**src/rtl/booth4_seq_mult_ctrl_if.sv**
```systemverilog
// Handshake bundle between a requester and the sequential radix-4 Booth multiplier.
// The requester side presents operands and accepts products; the multiplier side
// reports readiness, the resolved product and its busy status.
interface booth4_seq_mult_ctrl_if #(
  parameter int WIDTH = 16
);
  logic                 in_valid;
  logic                 in_ready;
  logic [WIDTH-1:0]     a;
  logic [WIDTH-1:0]     b;
  logic                 out_valid;
  logic                 out_ready;
  logic [2*WIDTH-1:0]   product;
  logic                 busy;

  modport master (
    output in_valid, a, b, out_ready,
    input  in_ready, out_valid, product, busy
  );

  modport slave (
    input  in_valid, a, b, out_ready,
    output in_ready, out_valid, product, busy
  );
endinterface

```
**src/rtl/booth4_seq_mult_ctrl.sv**
```systemverilog
// Sequential 16x16 signed radix-4 Booth multiplier controller.
// A single 2*WIDTH-bit 4:2 compressor row is reused for WIDTH/4 cycles, each cycle
// folding two Booth partial products into a carry-save sum/carry pair; a final
// carry-propagate add produces the product, which is held until handed off.
// Negative partial products are formed as the ones' complement of the shifted
// multiple; their +1 corrections enter the row at bit 0, one as the carry-in of the
// row's internal first-level carry chain and one in the free LSB of the new carry vector.
module booth4_seq_mult_ctrl #(
  parameter int WIDTH = 16
) (
  input logic                   sys_clk,
  input logic                   sys_rst,
  booth4_seq_mult_ctrl_if.slave bus
);

  localparam int ITER  = WIDTH / 4;
  localparam int PW    = 2 * WIDTH;
  localparam int CNT_W = (ITER > 1) ? $clog2(ITER) : 1;

  typedef enum logic [1:0] {
    IDLE,
    COMPRESS,
    RESOLVE,
    DONE
  } state_t;

  state_t           state_q, state_d;
  logic [WIDTH-1:0] a_q, a_d;
  logic [WIDTH:0]   b_q, b_d;
  logic [PW-1:0]    sum_q, sum_d;
  logic [PW-1:0]    carry_q, carry_d;
  logic [PW-1:0]    product_q, product_d;
  logic [CNT_W-1:0] cnt_q, cnt_d;

  logic [PW-1:0]    a_ext;
  logic [PW-1:0]    pp_lo, pp_hi;
  logic             neg_lo, neg_hi;
  logic [PW-1:0]    s1, c1_sh;
  logic [PW-2:0]    c1, c2;
  logic [PW-1:0]    row_sum, row_carry;

  // Booth digit decode: returns {negate, shifted multiple}, the multiple already
  // complemented when the digit is negative (the +1 is added elsewhere).
  function automatic logic [PW:0] booth_pp(input logic [2:0]    trip,
                                           input logic [PW-1:0] mcand,
                                           input int unsigned   shamt);
    logic [PW-1:0] mag;
    logic          neg;
    mag = '0;
    neg = 1'b0;
    case (trip)
      3'b001, 3'b010: begin mag = mcand;      neg = 1'b0; end
      3'b011:         begin mag = mcand << 1; neg = 1'b0; end
      3'b100:         begin mag = mcand << 1; neg = 1'b1; end
      3'b101, 3'b110: begin mag = mcand;      neg = 1'b1; end
      default:        begin mag = '0;         neg = 1'b0; end
    endcase
    return {neg, neg ? ~(mag << shamt) : (mag << shamt)};
  endfunction

  // Shared compressor row: two Booth partial products for the current count plus
  // the registered carry-save pair reduced to a new sum/carry, top carries dropped.
  always_comb begin : row_comb
    int unsigned base;
    base  = 32'(cnt_q) << 2;
    a_ext = {{WIDTH{a_q[WIDTH-1]}}, a_q};
    {neg_lo, pp_lo} = booth_pp(b_q[base +: 3], a_ext, base);
    {neg_hi, pp_hi} = booth_pp(b_q[base + 2 +: 3], a_ext, base + 2);
    s1        = sum_q ^ carry_q ^ pp_lo;
    c1        = (sum_q[PW-2:0] & carry_q[PW-2:0]) |
                (sum_q[PW-2:0] & pp_lo[PW-2:0])   |
                (carry_q[PW-2:0] & pp_lo[PW-2:0]);
    c1_sh     = {c1, neg_lo};
    row_sum   = s1 ^ pp_hi ^ c1_sh;
    c2        = (s1[PW-2:0] & pp_hi[PW-2:0])    |
                (s1[PW-2:0] & c1_sh[PW-2:0])    |
                (pp_hi[PW-2:0] & c1_sh[PW-2:0]);
    row_carry = {c2, neg_hi};
  end

  // Next-state and handshake outputs; every register holds unless its state updates it.
  always_comb begin
    state_d       = state_q;
    a_d           = a_q;
    b_d           = b_q;
    sum_d         = sum_q;
    carry_d       = carry_q;
    cnt_d         = cnt_q;
    product_d     = product_q;
    bus.in_ready  = 1'b0;
    bus.out_valid = 1'b0;
    bus.busy      = 1'b1;
    case (state_q)
      IDLE: begin
        bus.in_ready = 1'b1;
        bus.busy     = 1'b0;
        if (bus.in_valid) begin
          a_d     = bus.a;
          b_d     = {bus.b, 1'b0};
          sum_d   = '0;
          carry_d = '0;
          cnt_d   = '0;
          state_d = COMPRESS;
        end
      end
      COMPRESS: begin
        sum_d   = row_sum;
        carry_d = row_carry;
        cnt_d   = cnt_q + 1'b1;
        if (cnt_q == CNT_W'(ITER - 1)) begin
          state_d = RESOLVE;
        end
      end
      RESOLVE: begin
        product_d = sum_q + carry_q;
        state_d   = DONE;
      end
      DONE: begin
        bus.out_valid = 1'b1;
        if (bus.out_ready) begin
          state_d = IDLE;
        end
      end
      default: begin
        state_d = IDLE;
      end
    endcase
  end

  assign bus.product = product_q;

  // State and datapath registers; reset abandons any operation in flight.
  always_ff @(posedge sys_clk or posedge sys_rst) begin
    if (sys_rst) begin
      state_q   <= IDLE;
      a_q       <= '0;
      b_q       <= '0;
      sum_q     <= '0;
      carry_q   <= '0;
      product_q <= '0;
      cnt_q     <= '0;
    end else begin
      state_q   <= state_d;
      a_q       <= a_d;
      b_q       <= b_d;
      sum_q     <= sum_d;
      carry_q   <= carry_d;
      product_q <= product_d;
      cnt_q     <= cnt_d;
    end
  end

endmodule

```
**src/flat_wrapper.sv**
```systemverilog
// flat-port wrapper written by rule: the top's interface ports become plain ports
module booth4_seq_mult_ctrl_flat 
#(
  parameter int WIDTH = 16
)
  (sys_clk, sys_rst, bus_in_valid, bus_a, bus_b, bus_out_ready, bus_in_ready, bus_out_valid, bus_product, bus_busy);
  booth4_seq_mult_ctrl_if #(.WIDTH(WIDTH)) bus_i ();
  input logic sys_clk;
  input logic sys_rst;
  input wire logic [$bits(bus_i.in_valid)-1:0] bus_in_valid;
  input wire logic [$bits(bus_i.a)-1:0] bus_a;
  input wire logic [$bits(bus_i.b)-1:0] bus_b;
  input wire logic [$bits(bus_i.out_ready)-1:0] bus_out_ready;
  output wire logic [$bits(bus_i.in_ready)-1:0] bus_in_ready;
  output wire logic [$bits(bus_i.out_valid)-1:0] bus_out_valid;
  output wire logic [$bits(bus_i.product)-1:0] bus_product;
  output wire logic [$bits(bus_i.busy)-1:0] bus_busy;
  assign bus_i.in_valid = bus_in_valid;
  assign bus_i.a = bus_a;
  assign bus_i.b = bus_b;
  assign bus_i.out_ready = bus_out_ready;
  assign bus_in_ready = bus_i.in_ready;
  assign bus_out_valid = bus_i.out_valid;
  assign bus_product = bus_i.product;
  assign bus_busy = bus_i.busy;
  booth4_seq_mult_ctrl #(.WIDTH(WIDTH)) u_core (.sys_clk(sys_clk), .sys_rst(sys_rst), .bus(bus_i));
endmodule
```
**config.mk**
```make
export PLATFORM = sky130hd
export DESIGN_NAME = booth4_seq_mult_ctrl_flat
export DESIGN_NICKNAME = d
export VERILOG_FILES = /design/src/rtl/booth4_seq_mult_ctrl_if.sv /design/src/rtl/booth4_seq_mult_ctrl.sv /design/src/flat_wrapper.sv
export SDC_FILE = /design/constraint.sdc
export NUM_CORES = 1
export LEC_CHECK = 0
export ABC_CLOCK_PERIOD_IN_PS = 6100
export CORE_MARGIN = 3
export CORE_UTILIZATION = 45
export DETAILED_ROUTE_END_ITERATION = 12
export GPL_TIMING_DRIVEN = 0
export PLACE_DENSITY = 0.66
export SYNTH_ARGS = -nofsm -noshare
export SYNTH_HDL_FRONTEND = slang
export SYNTH_SLANG_ARGS = --single-unit
export TNS_END_PERCENT = 50
```
**constraint.sdc**
```tcl
create_clock -name sys_clk -period 6.1 [get_ports sys_clk]
set_input_delay 1.525 -clock sys_clk [delete_from_list [all_inputs] [get_ports sys_clk]]
set_output_delay 1.525 -clock sys_clk [all_outputs]
set_load 0.01 [all_outputs]
```
==> flow_metrics.tcl <==
set metrics [dict create \
    die_area_um2 24100 \
    io_pins 71 \
    clk-insertion-delay-late_ps 430 \
    ctsResizeCount 0 \
    worstPathCellList "buf_6, clkbuf_1, clkbuf_1, nand2_1, o21a_1, ha_1, clkbuf_1, clkbuf_1, a22oi_1, mux2i_1, mux2i_1, xor2_1, fa_1, inv_1, fa_1, o21ai_0" \
    syn_avg_cell_area_um2 9.63 \
    synth_area_um2 10000 \
    skew_ps 10.0 \
    finalHoldViolCount 0 \
    ys_types 62 \
    ant_nets 0 \
    ctsHtreeMaxLevel 4 \
    die_x_um 155 \
    synth_nets 1184 \
    vias_per_cell 5.67 \
    gp_congestion 0.964 \
    cts_tree "done" \
    final_layout_size_suffix_gt1_frac 0.0874 \
    outcome "finished clean" \
    critPathMaxFanout 10 \
    required_ps 6400 \
    grt_max_degree 92 \
    nets 1274 \
    layout_commonest_cell "dfrtp_1" \
    drt_first_pass_iters 5 \
    clock_path_buffers 2 \
    hold_path_class "reg2reg" \
    slowest_stage "fa_1" \
    wl_mm 26.9 \
    layout_common_cells "132 x dfrtp_1, 123 x nand2_1, 96 x o21ai_0, 86 x inv_1, 70 x clkdlybuf4s50_1" \
    gr-total-overflow 0 \
    cts_setup_buffers 0 \
    area_growth_pct 16.8 \
    synth_ff_type "dfrtp_1" \
    final-instance-count-excl-fill 1419 \
    portBuffers 70 \
    rsz0062_at_grt "no" \
    core-area_um2 21400 \
    grt_pass1_wl_mm 44.1 \
    yosys_warnings 0 \
    tightest_slew_ps 882 \
    synth-seq-area-share 0.330 \
    crit_path_frequent_cell "clkbuf_1" \
    relSlewSlack 0.407 \
    start_util 0.468 \
    cts_buffers 17 \
    dpl.cell_count 1387 \
    worst_ep_arrival_time_ps 5410 \
    vias 8044 \
    drtIter0Drc 704 \
    clk_root_buffer_cell "clkbuf_16" \
    antennaDiodeCount 0 \
    slew_violations 0 \
    antenna_found_initial 0 \
    grt_usage 0.232 \
    setup_viol 0 \
    async_flop_share 1.00 \
    clk_pin_slew_ps 60 \
    synthCells 1041 \
    fin_ws_ps 992 \
    first_global_vias 8092 \
    max_cap_viol_count 0 \
    synth_edf_count 0 \
    preCtsSetupSlack_ps 1020 \
    worst_setup_path_end_kind "register" \
    fmax_mhz 196 \
    postCtsHoldBufs 0 \
    min_period_ps 5110 \
    cp-start-kind "register" \
    die_h_um 155 \
    num_rows 53 \
    drc 0 \
    cpPeakStageDelay_ps 530 \
    setup.worst_path.class "reg2reg" \
    cts_sinks 132 \
    post_drt_wl_per_cell_um 19.0 \
    post-route-period-util 0.837 \
    dp_hpwl_mm 20.8 \
    synth_seq_cells 132 \
]
==> stage by stage <==
stage                      util  area (um^2)  TNS [ps]  hold slack, ps
after floorplan               -        10000         0             474
after global placement    0.517        11100   -132970             465
after detailed placement  0.518        11100         0             472
after CTS                 0.546        11700         0             487
after global routing      0.546        11700         0             512
final                     0.546        11700         0             482
==> cells by family after synthesis <==
logic type,after synthesis,share of synthesized area
multiplexers,73,0.0869
XOR/XNOR,75,0.0677
buffers and inverters,143,0.0547
adder cells (fa/ha/maj),107,0.181
flip-flops,132,0.330
AO/OA/AOI/OAI,286,0.184
AND/OR/NAND/NOR,225,0.0968
==> critical path, delay by kind of cell (launching register included) <==
kind | cells | cell delay (ps)
and+or+nand+nor | 1 | 90
adders and majority gates | 3 | 1400
xor gates and xnor gates | 1 | 210
DFF | 1 | 370
AOI/OAI and AO/OA | 3 | 530
muxes | 2 | 490
buffers and inverters | 6 | 1860
==> worst paths after layout <==
check	cells past startpoint	start	slack [ps]	endpoint
worst max register to register	16	u_core.cnt_q[0]$_DFFE_PP0P_	990	u_core.sum_q[14]$_DFFE_PP0P_
worst max-delay path	16	u_core.cnt_q[0]$_DFFE_PP0P_	990	u_core.sum_q[14]$_DFFE_PP0P_
max in group asynchronous	3	sys_rst	3810	u_core.bus.product[16]$_DFFE_PP0P_
min in group asynchronous	2	sys_rst	1470	u_core.b_q[8]$_DFFE_PP0P_
worst min register to register	2	u_core.bus.product[22]$_DFFE_PP0P_	480	u_core.bus.product[22]$_DFFE_PP0P_
worst min-delay path	2	u_core.bus.product[22]$_DFFE_PP0P_	480	u_core.bus.product[22]$_DFFE_PP0P_
==> area by class of cell <==
| cell class | instances | area (um^2) |
|---|---|---|
| fillers | 1931 | 9720 |
| repair buffers | 71 | 728 |
| clock buffers | 18 | 429 |
| inverters | 88 | 335 |
| plain buffers | 55 | 218 |
| multi-input cells | 766 | 6170 |
| flip-flops and latches | 132 | 3300 |
| well taps | 275 | 344 |
| clock inverters | 14 | 175 |
==> state kept, by name, summed over array words and instances (netlist names) <==
name	count
u_core.state_q	2
u_core.carry_q	32
u_core.a_q	16
u_core.bus.product	32
u_core.sum_q	32
u_core.cnt_q	2
u_core.b_q	16
==> cell usage after synthesis, types with 6 or more instances <==
cell	n	share of area
mux2i_1	18	0.018
nand2b_1	7	0.0044
ha_1	44	0.055
a21oi_1	54	0.027
o22ai_1	8	0.0050
nor2_1	43	0.016
a21boi_0	6	0.0045
dfrtp_1	132	0.33
nand3_1	11	0.0055
buf_1	12	0.0045
o311ai_0	6	0.0052
inv_1	87	0.033
a221o_1	6	0.0060
and2_1	11	0.0069
o211ai_1	9	0.0067
nand2_1	123	0.046
mux2_2	48	0.054
clkbuf_1	39	0.015
a22o_1	7	0.0061
xnor2_1	42	0.037
mux4_2	6	0.013
a31oi_1	8	0.0050
a22oi_1	22	0.016
o21a_1	8	0.0060
o21ai_0	96	0.048
nor3_1	12	0.0060
a21o_1	12	0.0090
fa_1	63	0.13
a221oi_1	8	0.0070
xor2_1	31	0.027
==> routing by layer <==
layer  vias up  routed length, um  track usage  part of all wire
met5         -                  0            0                 0
met4         0                807       0.0796             0.030
met3        47               1580       0.0403             0.059
met2       296              12500        0.369              0.46
met1      3912              12000        0.324              0.45
li1       3789                  -            -                 -
Power is not shown: default switching activity piles up to over one toggle a cycle in this logic, so the estimate is an artifact.
